## src/rtl/hdr_csum_cmd_gen.sv

```systemverilog
// -----------------------------------------------------------------------------
// hdr_csum_cmd_gen
//
// Two-stage header pipeline placed in front of a checksum engine. Each beat
// carries a window of packet header bytes (network byte k at bits [8k+7:8k]).
//   Stage 1 captures the beat, locates the L3 header behind 0, 1 or 2 VLAN
//           tags (L = 14, 18 or 22) and flags plain 20-byte IPv4 headers.
//   Stage 2 optionally decrements the IPv4 TTL. It also emits a command for
//           the downstream checksum stage: enable, start bit index and
//           checksum byte index. Beats arriving with TTL 0/1 are flagged as
//           expired and are left untouched.
// Both stages advance together on en = !stream_out_valid || stream_out_ready,
// so a stalled output freezes the whole pipe and no beat can be lost.
//
// Ports
//   clk, rst_n          clock, asynchronous active-low reset
//   ttl_dec_enable      quasi-static, 1 = decrement IPv4 TTL
//   stream_in_*         input beat (data/valid/ready)
//   stream_out_*        output beat (data/valid/ready)
//   csum_enable         downstream checksum recompute request for this beat
//   csum_start          bit index of first IPv4 header byte (L*8)
//   csum_offset         byte index of IPv4 checksum field (L+10)
//   ttl_expired         beat was IPv4 with TTL <= 1 while decrement enabled
//   stat_pkt/ipv4/ttl_exp  saturating counters of output handshakes
// -----------------------------------------------------------------------------
module hdr_csum_cmd_gen #(
   parameter int AVST_DATA_WIDTH = 600,
   parameter int AVST_ADDR_WIDTH = 9,
   parameter int CNT_WIDTH       = 32
) (
   input  logic                       clk,
   input  logic                       rst_n,
   input  logic                       ttl_dec_enable,
   input  logic [AVST_DATA_WIDTH-1:0] stream_in_data,
   input  logic                       stream_in_valid,
   output logic                       stream_in_ready,
   output logic [AVST_DATA_WIDTH-1:0] stream_out_data,
   output logic                       stream_out_valid,
   input  logic                       stream_out_ready,
   output logic                       csum_enable,
   output logic [AVST_ADDR_WIDTH-1:0] csum_start,
   output logic [AVST_ADDR_WIDTH-1:0] csum_offset,
   output logic                       ttl_expired,
   output logic [CNT_WIDTH-1:0]       stat_pkt,
   output logic [CNT_WIDTH-1:0]       stat_ipv4,
   output logic [CNT_WIDTH-1:0]       stat_ttl_exp
);

   // L3 offset encoding carried from stage 1 to stage 2
   localparam logic [1:0] SEL_L14 = 2'd0;
   localparam logic [1:0] SEL_L18 = 2'd1;
   localparam logic [1:0] SEL_L22 = 2'd2;

   localparam logic [15:0] ETH_VLAN = 16'h8100;
   localparam logic [15:0] ETH_QINQ = 16'h88A8;
   localparam logic [15:0] ETH_IPV4 = 16'h0800;
   localparam logic [7:0]  IPV4_VER_IHL5 = 8'h45;

   localparam logic [CNT_WIDTH-1:0] CNT_MAX = {CNT_WIDTH{1'b1}};
   localparam logic [CNT_WIDTH-1:0] CNT_ONE = {{(CNT_WIDTH-1){1'b0}}, 1'b1};

   // network byte k of a header window
   function automatic logic [7:0] byte_at(input logic [AVST_DATA_WIDTH-1:0] d,
                                          input int unsigned             k);
      return d[8*k +: 8];
   endfunction

   logic                       en_s;
   logic [15:0]                etype0_s;
   logic [15:0]                etype1_s;
   logic [15:0]                etype2_s;
   logic [15:0]                etype_fin_s;
   logic [7:0]                 ip_byte_s;
   logic [1:0]                 l_sel_s;
   logic                       ipv4_s;

   logic                       s1_valid_r;
   logic [AVST_DATA_WIDTH-1:0] s1_data_r;
   logic [1:0]                 s1_sel_r;
   logic                       s1_ipv4_r;

   logic [7:0]                 l_s;
   logic [7:0]                 ttl_s;
   logic                       csum_en_s;
   logic                       expired_s;
   logic [AVST_DATA_WIDTH-1:0] data_s;
   logic                       out_ipv4_r;
   logic                       out_hs_s;

   assign en_s            = !stream_out_valid || stream_out_ready;
   assign stream_in_ready = en_s;
   assign out_hs_s        = stream_out_valid && stream_out_ready;

   // stage 1 parse: follow up to two VLAN tags to the final EtherType
   always_comb begin
      etype0_s    = {byte_at(stream_in_data, 12), byte_at(stream_in_data, 13)};
      etype1_s    = {byte_at(stream_in_data, 16), byte_at(stream_in_data, 17)};
      etype2_s    = {byte_at(stream_in_data, 20), byte_at(stream_in_data, 21)};
      etype_fin_s = etype0_s;
      ip_byte_s   = byte_at(stream_in_data, 14);
      l_sel_s     = SEL_L14;
      if (etype0_s == ETH_VLAN) begin
         etype_fin_s = etype1_s;
         ip_byte_s   = byte_at(stream_in_data, 18);
         l_sel_s     = SEL_L18;
      end else if ((etype0_s == ETH_QINQ) && (etype1_s == ETH_VLAN)) begin
         etype_fin_s = etype2_s;
         ip_byte_s   = byte_at(stream_in_data, 22);
         l_sel_s     = SEL_L22;
      end else begin
         etype_fin_s = etype0_s;
         ip_byte_s   = byte_at(stream_in_data, 14);
         l_sel_s     = SEL_L14;
      end
      // only version 4 with a 20-byte header (no options) qualifies
      ipv4_s = (etype_fin_s == ETH_IPV4) && (ip_byte_s == IPV4_VER_IHL5);
   end

   // stage 1 register; a bubble enters when no input is offered
   always_ff @(posedge clk or negedge rst_n) begin
      if (!rst_n) begin
         s1_valid_r <= 1'b0;
         s1_data_r  <= '0;
         s1_sel_r   <= SEL_L14;
         s1_ipv4_r  <= 1'b0;
      end else if (en_s) begin
         s1_valid_r <= stream_in_valid;
         s1_data_r  <= stream_in_data;
         s1_sel_r   <= l_sel_s;
         s1_ipv4_r  <= ipv4_s;
      end
   end

   // stage 2 select: L value and TTL byte (L+8) for the captured offset
   always_comb begin
      l_s   = 8'd14;
      ttl_s = byte_at(s1_data_r, 22);
      case (s1_sel_r)
         SEL_L18: begin
            l_s   = 8'd18;
            ttl_s = byte_at(s1_data_r, 26);
         end
         SEL_L22: begin
            l_s   = 8'd22;
            ttl_s = byte_at(s1_data_r, 30);
         end
         default: begin
            l_s   = 8'd14;
            ttl_s = byte_at(s1_data_r, 22);
         end
      endcase
   end

   // stage 2 rewrite: decrement TTL only when it stays non-zero afterwards
   always_comb begin
      csum_en_s = s1_ipv4_r && ttl_dec_enable && (ttl_s > 8'd1);
      expired_s = s1_ipv4_r && ttl_dec_enable && (ttl_s <= 8'd1);
      data_s    = s1_data_r;
      if (csum_en_s) begin
         case (s1_sel_r)
            SEL_L18: data_s[8*26 +: 8] = ttl_s - 8'd1;
            SEL_L22: data_s[8*30 +: 8] = ttl_s - 8'd1;
            default: data_s[8*22 +: 8] = ttl_s - 8'd1;
         endcase
      end else begin
         data_s = s1_data_r;
      end
   end

   // stage 2 / output register; holds everything while the output stalls
   always_ff @(posedge clk or negedge rst_n) begin
      if (!rst_n) begin
         stream_out_valid <= 1'b0;
         stream_out_data  <= '0;
         csum_enable      <= 1'b0;
         csum_start       <= '0;
         csum_offset      <= '0;
         ttl_expired      <= 1'b0;
         out_ipv4_r       <= 1'b0;
      end else if (en_s) begin
         stream_out_valid <= s1_valid_r;
         stream_out_data  <= data_s;
         csum_enable      <= s1_valid_r && csum_en_s;
         csum_start       <= AVST_ADDR_WIDTH'({l_s, 3'b000});
         csum_offset      <= AVST_ADDR_WIDTH'(l_s + 8'd10);
         ttl_expired      <= s1_valid_r && expired_s;
         out_ipv4_r       <= s1_valid_r && s1_ipv4_r;
      end
   end

   // statistics: count on output handshake, stick at all-ones
   always_ff @(posedge clk or negedge rst_n) begin
      if (!rst_n) begin
         stat_pkt     <= '0;
         stat_ipv4    <= '0;
         stat_ttl_exp <= '0;
      end else if (out_hs_s) begin
         if (stat_pkt != CNT_MAX) begin
            stat_pkt <= stat_pkt + CNT_ONE;
         end
         if (out_ipv4_r && (stat_ipv4 != CNT_MAX)) begin
            stat_ipv4 <= stat_ipv4 + CNT_ONE;
         end
         if (ttl_expired && (stat_ttl_exp != CNT_MAX)) begin
            stat_ttl_exp <= stat_ttl_exp + CNT_ONE;
         end
      end
   end

endmodule

```

## config.mk

```make
export PLATFORM = sky130hd
export DESIGN_NAME = hdr_csum_cmd_gen
export DESIGN_NICKNAME = d
export VERILOG_FILES = /design/src/rtl/hdr_csum_cmd_gen.sv
export SDC_FILE = /design/constraint.sdc
export NUM_CORES = 2
export LEC_CHECK = 0
export BUFFER_PORTS_ARGS = -buffer_cell sky130_fd_sc_hd__buf_2
export CAP_MARGIN = 25
export CORE_AREA = 3 3 511 513
export CTS_CLUSTER_DIAMETER = 100
export CTS_CLUSTER_SIZE = 25
export DETAILED_ROUTE_END_ITERATION = 6
export DIE_AREA = 0 0 514 516
export HOLD_SLACK_MARGIN = 0.1
export SLEW_MARGIN = 15
export SYNTH_ARGS = -nofsm -noshare
export SYNTH_HDL_FRONTEND = slang
export SYNTH_SLANG_ARGS = --single-unit
```

## constraint.sdc

```tcl
create_clock -name clk -period 2.75 [get_ports clk]
set_input_delay 0.1375 -clock clk [delete_from_list [all_inputs] [get_ports clk]]
set_output_delay 0.1375 -clock clk [all_outputs]
set_load 0.005 [all_outputs]
```

==> results.txt <==
Status - finished, final reports clean
Clock Skew - 39.3 ps
Synth warnings - 0
MaxCap Viol Count - 0
CP max stage delay - 380 ps
Residual DRC count - 0
Setup ws final - 167 ps
Synth Register Bits - 1311
Grt ovf - 0
CTS buffer count - 75
Die width - 514 um
Synth top area cells - dfrtp_1 65%, nand2_1 27%, clkbuf_1 2.0%, xnor2_1 1.1%, xor2_1 0.64%
Commonest cells after routing, fill and taps aside - 3614 x nand2_1, 1311 x dfrtp_1, 1311 x buf_2
Fin Hold WS - 177 ps
Routed length per instance - 20.4 um
Synth area leader - dfrtp_1
Sum Neg Setup Slack - 0 ps
IO Port Bufs - 1312
Drt total wl - 232 mm
Initial DRT Pass Iterations - 6
Die Y - 516 um
Clk pwr share - 0.274
Async SR Flop Fraction - 1.00
Int Pwr - 0.0320 W
Tmin final - 2580 ps
GR Util All Layers - 0.169
Slowest cell on the critical path - dfrtp_1
Max Freq - 387 MHz
CP Class - reg -> reg
Final setup viols - 0
Commonest non-fill, non-tap cell in the layout - nand2_1
Critical path endpoint category - flip-flop
Worst Path Arrival - 3170 ps
Final slew viol count - 0
Post-synthesis sequential area ratio - 0.650
Core region area - 257000 um2
Antenna viol nets, final - 0
Worst path buffer plus inverter count - 4
Rows - 186
Via Count - 46400
CTS Root Cell - clkbuf_16
CTS tree - yes
Gpl congestion - 0.899
Power Density - 646 nW/um2
Main synth FF type - dfrtp_1
P&R area growth vs syn - 47.2%
Largest net degree at the start of global routing - 146
Iter 0 DRT Violations - 3597
Place WS - 20.6 ps
Worst EP required - 3340 ps
Hold/Removal Path Class - in -> reg
DP Wirelength - 178 mm
Initial antenna violation count - 48
Cells after Synth - 5647
Crit path cell chain - inv_1, ha_4, buf_6, nand2_1, o21a_1, ha_1, o22ai_2, nor4_2, buf_4, nor2_4, buf_4, mux2i_1, o21ai_1
Initial Util - 0.197
IO Count - 1323
Clock network latency to the later pin of the worst-skew pair - 720 ps
Tcrit/Tclk final - 0.939
CP delay by family, top - buffers and inverters
Slew HR - 0.473
Number of fill cells - 26800
Logic pwr share - 0.229
RSZ-0062 raised after global routing - no
Synthesized area - 50500 um2
Vias in the first global route - 45800
Startpoint Class - flip-flop
Post-CTS Setup Inserts - 0
Number of synthesized flops with an enable pin - 0
Yosys top cell area share - 0.650
Endpoints failing hold - 0
Layout cell share with drive strength beyond 1 - 0.205
Cell repeated most along the worst path - buf_4
Die Area - 265000 um2
Placed Area - 62100 um2
Post-route cell area - 74300 um2
Clock buffer depth - 3
Synthesized area per cell - 8.94 um2
Leak pwr - 39.1 nW
First-pass GRT wire length - 328 mm
H-tree depth - 3
Clock slew at reported path FFs - 100 ps
Peak supply drop - 529 uV
Crit Path Max Fanout - 11
Part of the power in registers - 0.497
Reported net switching power - 0.0160 W
Switching portion of total power - 0.332
Nets@finish - 8483
Via/cell ratio - 4.09
Cell variety after synth - 53
# clock sinks - 1311
Worst slew pin tran - 791 ps
## cells in the mapped netlist (9+ instances only)
cell	instances
nor4_1	12
nand4_1	31
xor2_1	37
mux2i_1	15
nor2_1	48
nand3_1	52
and4_1	9
and3_1	23
clkbuf_1	268
nor3_1	16
o21ai_0	18
inv_1	13
xnor2_1	62
ha_1	9
nand2_1	3614
dfrtp_1	1311
nor2b_1	9
buf_4	12
## state kept, by name, indices dropped and copies added, names as in the netlist
signal            cells
stream_out_data     600
s1_ipv4_r             1
s1_sel_r              2
out_ipv4_r            1
stat_pkt             32
s1_valid_r            1
csum_enable           1
csum_start            4
stat_ttl_exp         32
ttl_expired           1
stat_ipv4            32
csum_offset           3
s1_data_r           600
stream_out_valid      1
## through the flow
step | total power (W) | std cells | utilization
3_3_place_gp | 0.0340 | 10200 | 0.242
3_5_place_dp | 0.0342 | 10200 | 0.242
6_report | 0.0480 | 11300 | 0.289
4_1_cts | 0.0487 | 11300 | 0.289
5_1_grt | 0.0508 | 11300 | 0.289
2_1_floorplan | 0.0276 | 5656 | -
## worst paths after layout
path | cells after the start | from | slack [ps] | to
max | 13 | s1_sel_r[0] | 170 | stream_out_data[215]
min | 4 | stream_in_data[304] | 180 | s1_data_r[304]
max reg2reg | 13 | s1_sel_r[0] | 170 | stream_out_data[215]
min reg2reg | 2 | s1_data_r[104] | 460 | stream_out_data[104]
max in group asynchronous | 4 | rst_n | 1160 | stream_out_data[510]
min in group asynchronous | 3 | rst_n | 710 | s1_data_r[330]
## layer usage
metal | GRT usage | part of all wire | wire, um | vias to the layer above
met4 | 0.0643 | 0.045 | 10300 | 16
met5 | 0 | 0.00045 | 104 | -
li1 | - | - | - | 21700
met1 | 0.210 | 0.41 | 94700 | 22400
met2 | 0.250 | 0.42 | 97800 | 1731
met3 | 0.0832 | 0.12 | 28900 | 428
## worst min-delay path: cells and delay by family
family | cells | cell delay [ps]
buf+inv | 2 | 620
simple gates | 2 | 100
## final cells by class
cell class | count | area [um2] | area share
Clock buffer | 83 | 1990 | 0.0268
Antenna cell | 54 | 135 | 0.00182
Clock inverter | 29 | 527 | 0.00709
Tap cell | 3384 | 4230 | 0.0570
Sequential cell | 1311 | 32800 | 0.442
Multi-Input combinational cell | 4041 | 16600 | 0.223
Timing Repair Buffer | 2427 | 18000 | 0.242
Inverter | 13 | 56.3 | 0.000758
## power groups by stage
stage	combinational, W	clock [W]	sequential [W]
after floorplan	0.00355	0	0.0240
after global placement	0.00991	0	0.0241
after detailed placement	0.00996	0	0.0242
after CTS	0.0111	0.0138	0.0238
after global routing	0.0123	0.0143	0.0242
final	0.0110	0.0132	0.0239
## timing repair
item | in CTS | in global routing
hold buffers | 940 | 0
endpoints found under the hold margin | 1922 | 0
endpoints found under the setup margin | 0 | 22
resized for setup | 0 | 15
## kinds of logic (layout without fill, tap and decap cells)
family / after synthesis / after routing / synth area share
simple gates: 3849 / 3849 / 0.295
flops: 1311 / 1311 / 0.650
buf+inv: 304 / 2552 / 0.0240
xor+xnor: 99 / 99 / 0.0172
compound gates: 56 / 56 / 0.00726
mux: 18 / 18 / 0.00372
fa+ha+maj: 9 / 9 / 0.00223
other cells: 1 / 64 / 0.0000743
Note: power is estimated with default switching activity, not from simulation.
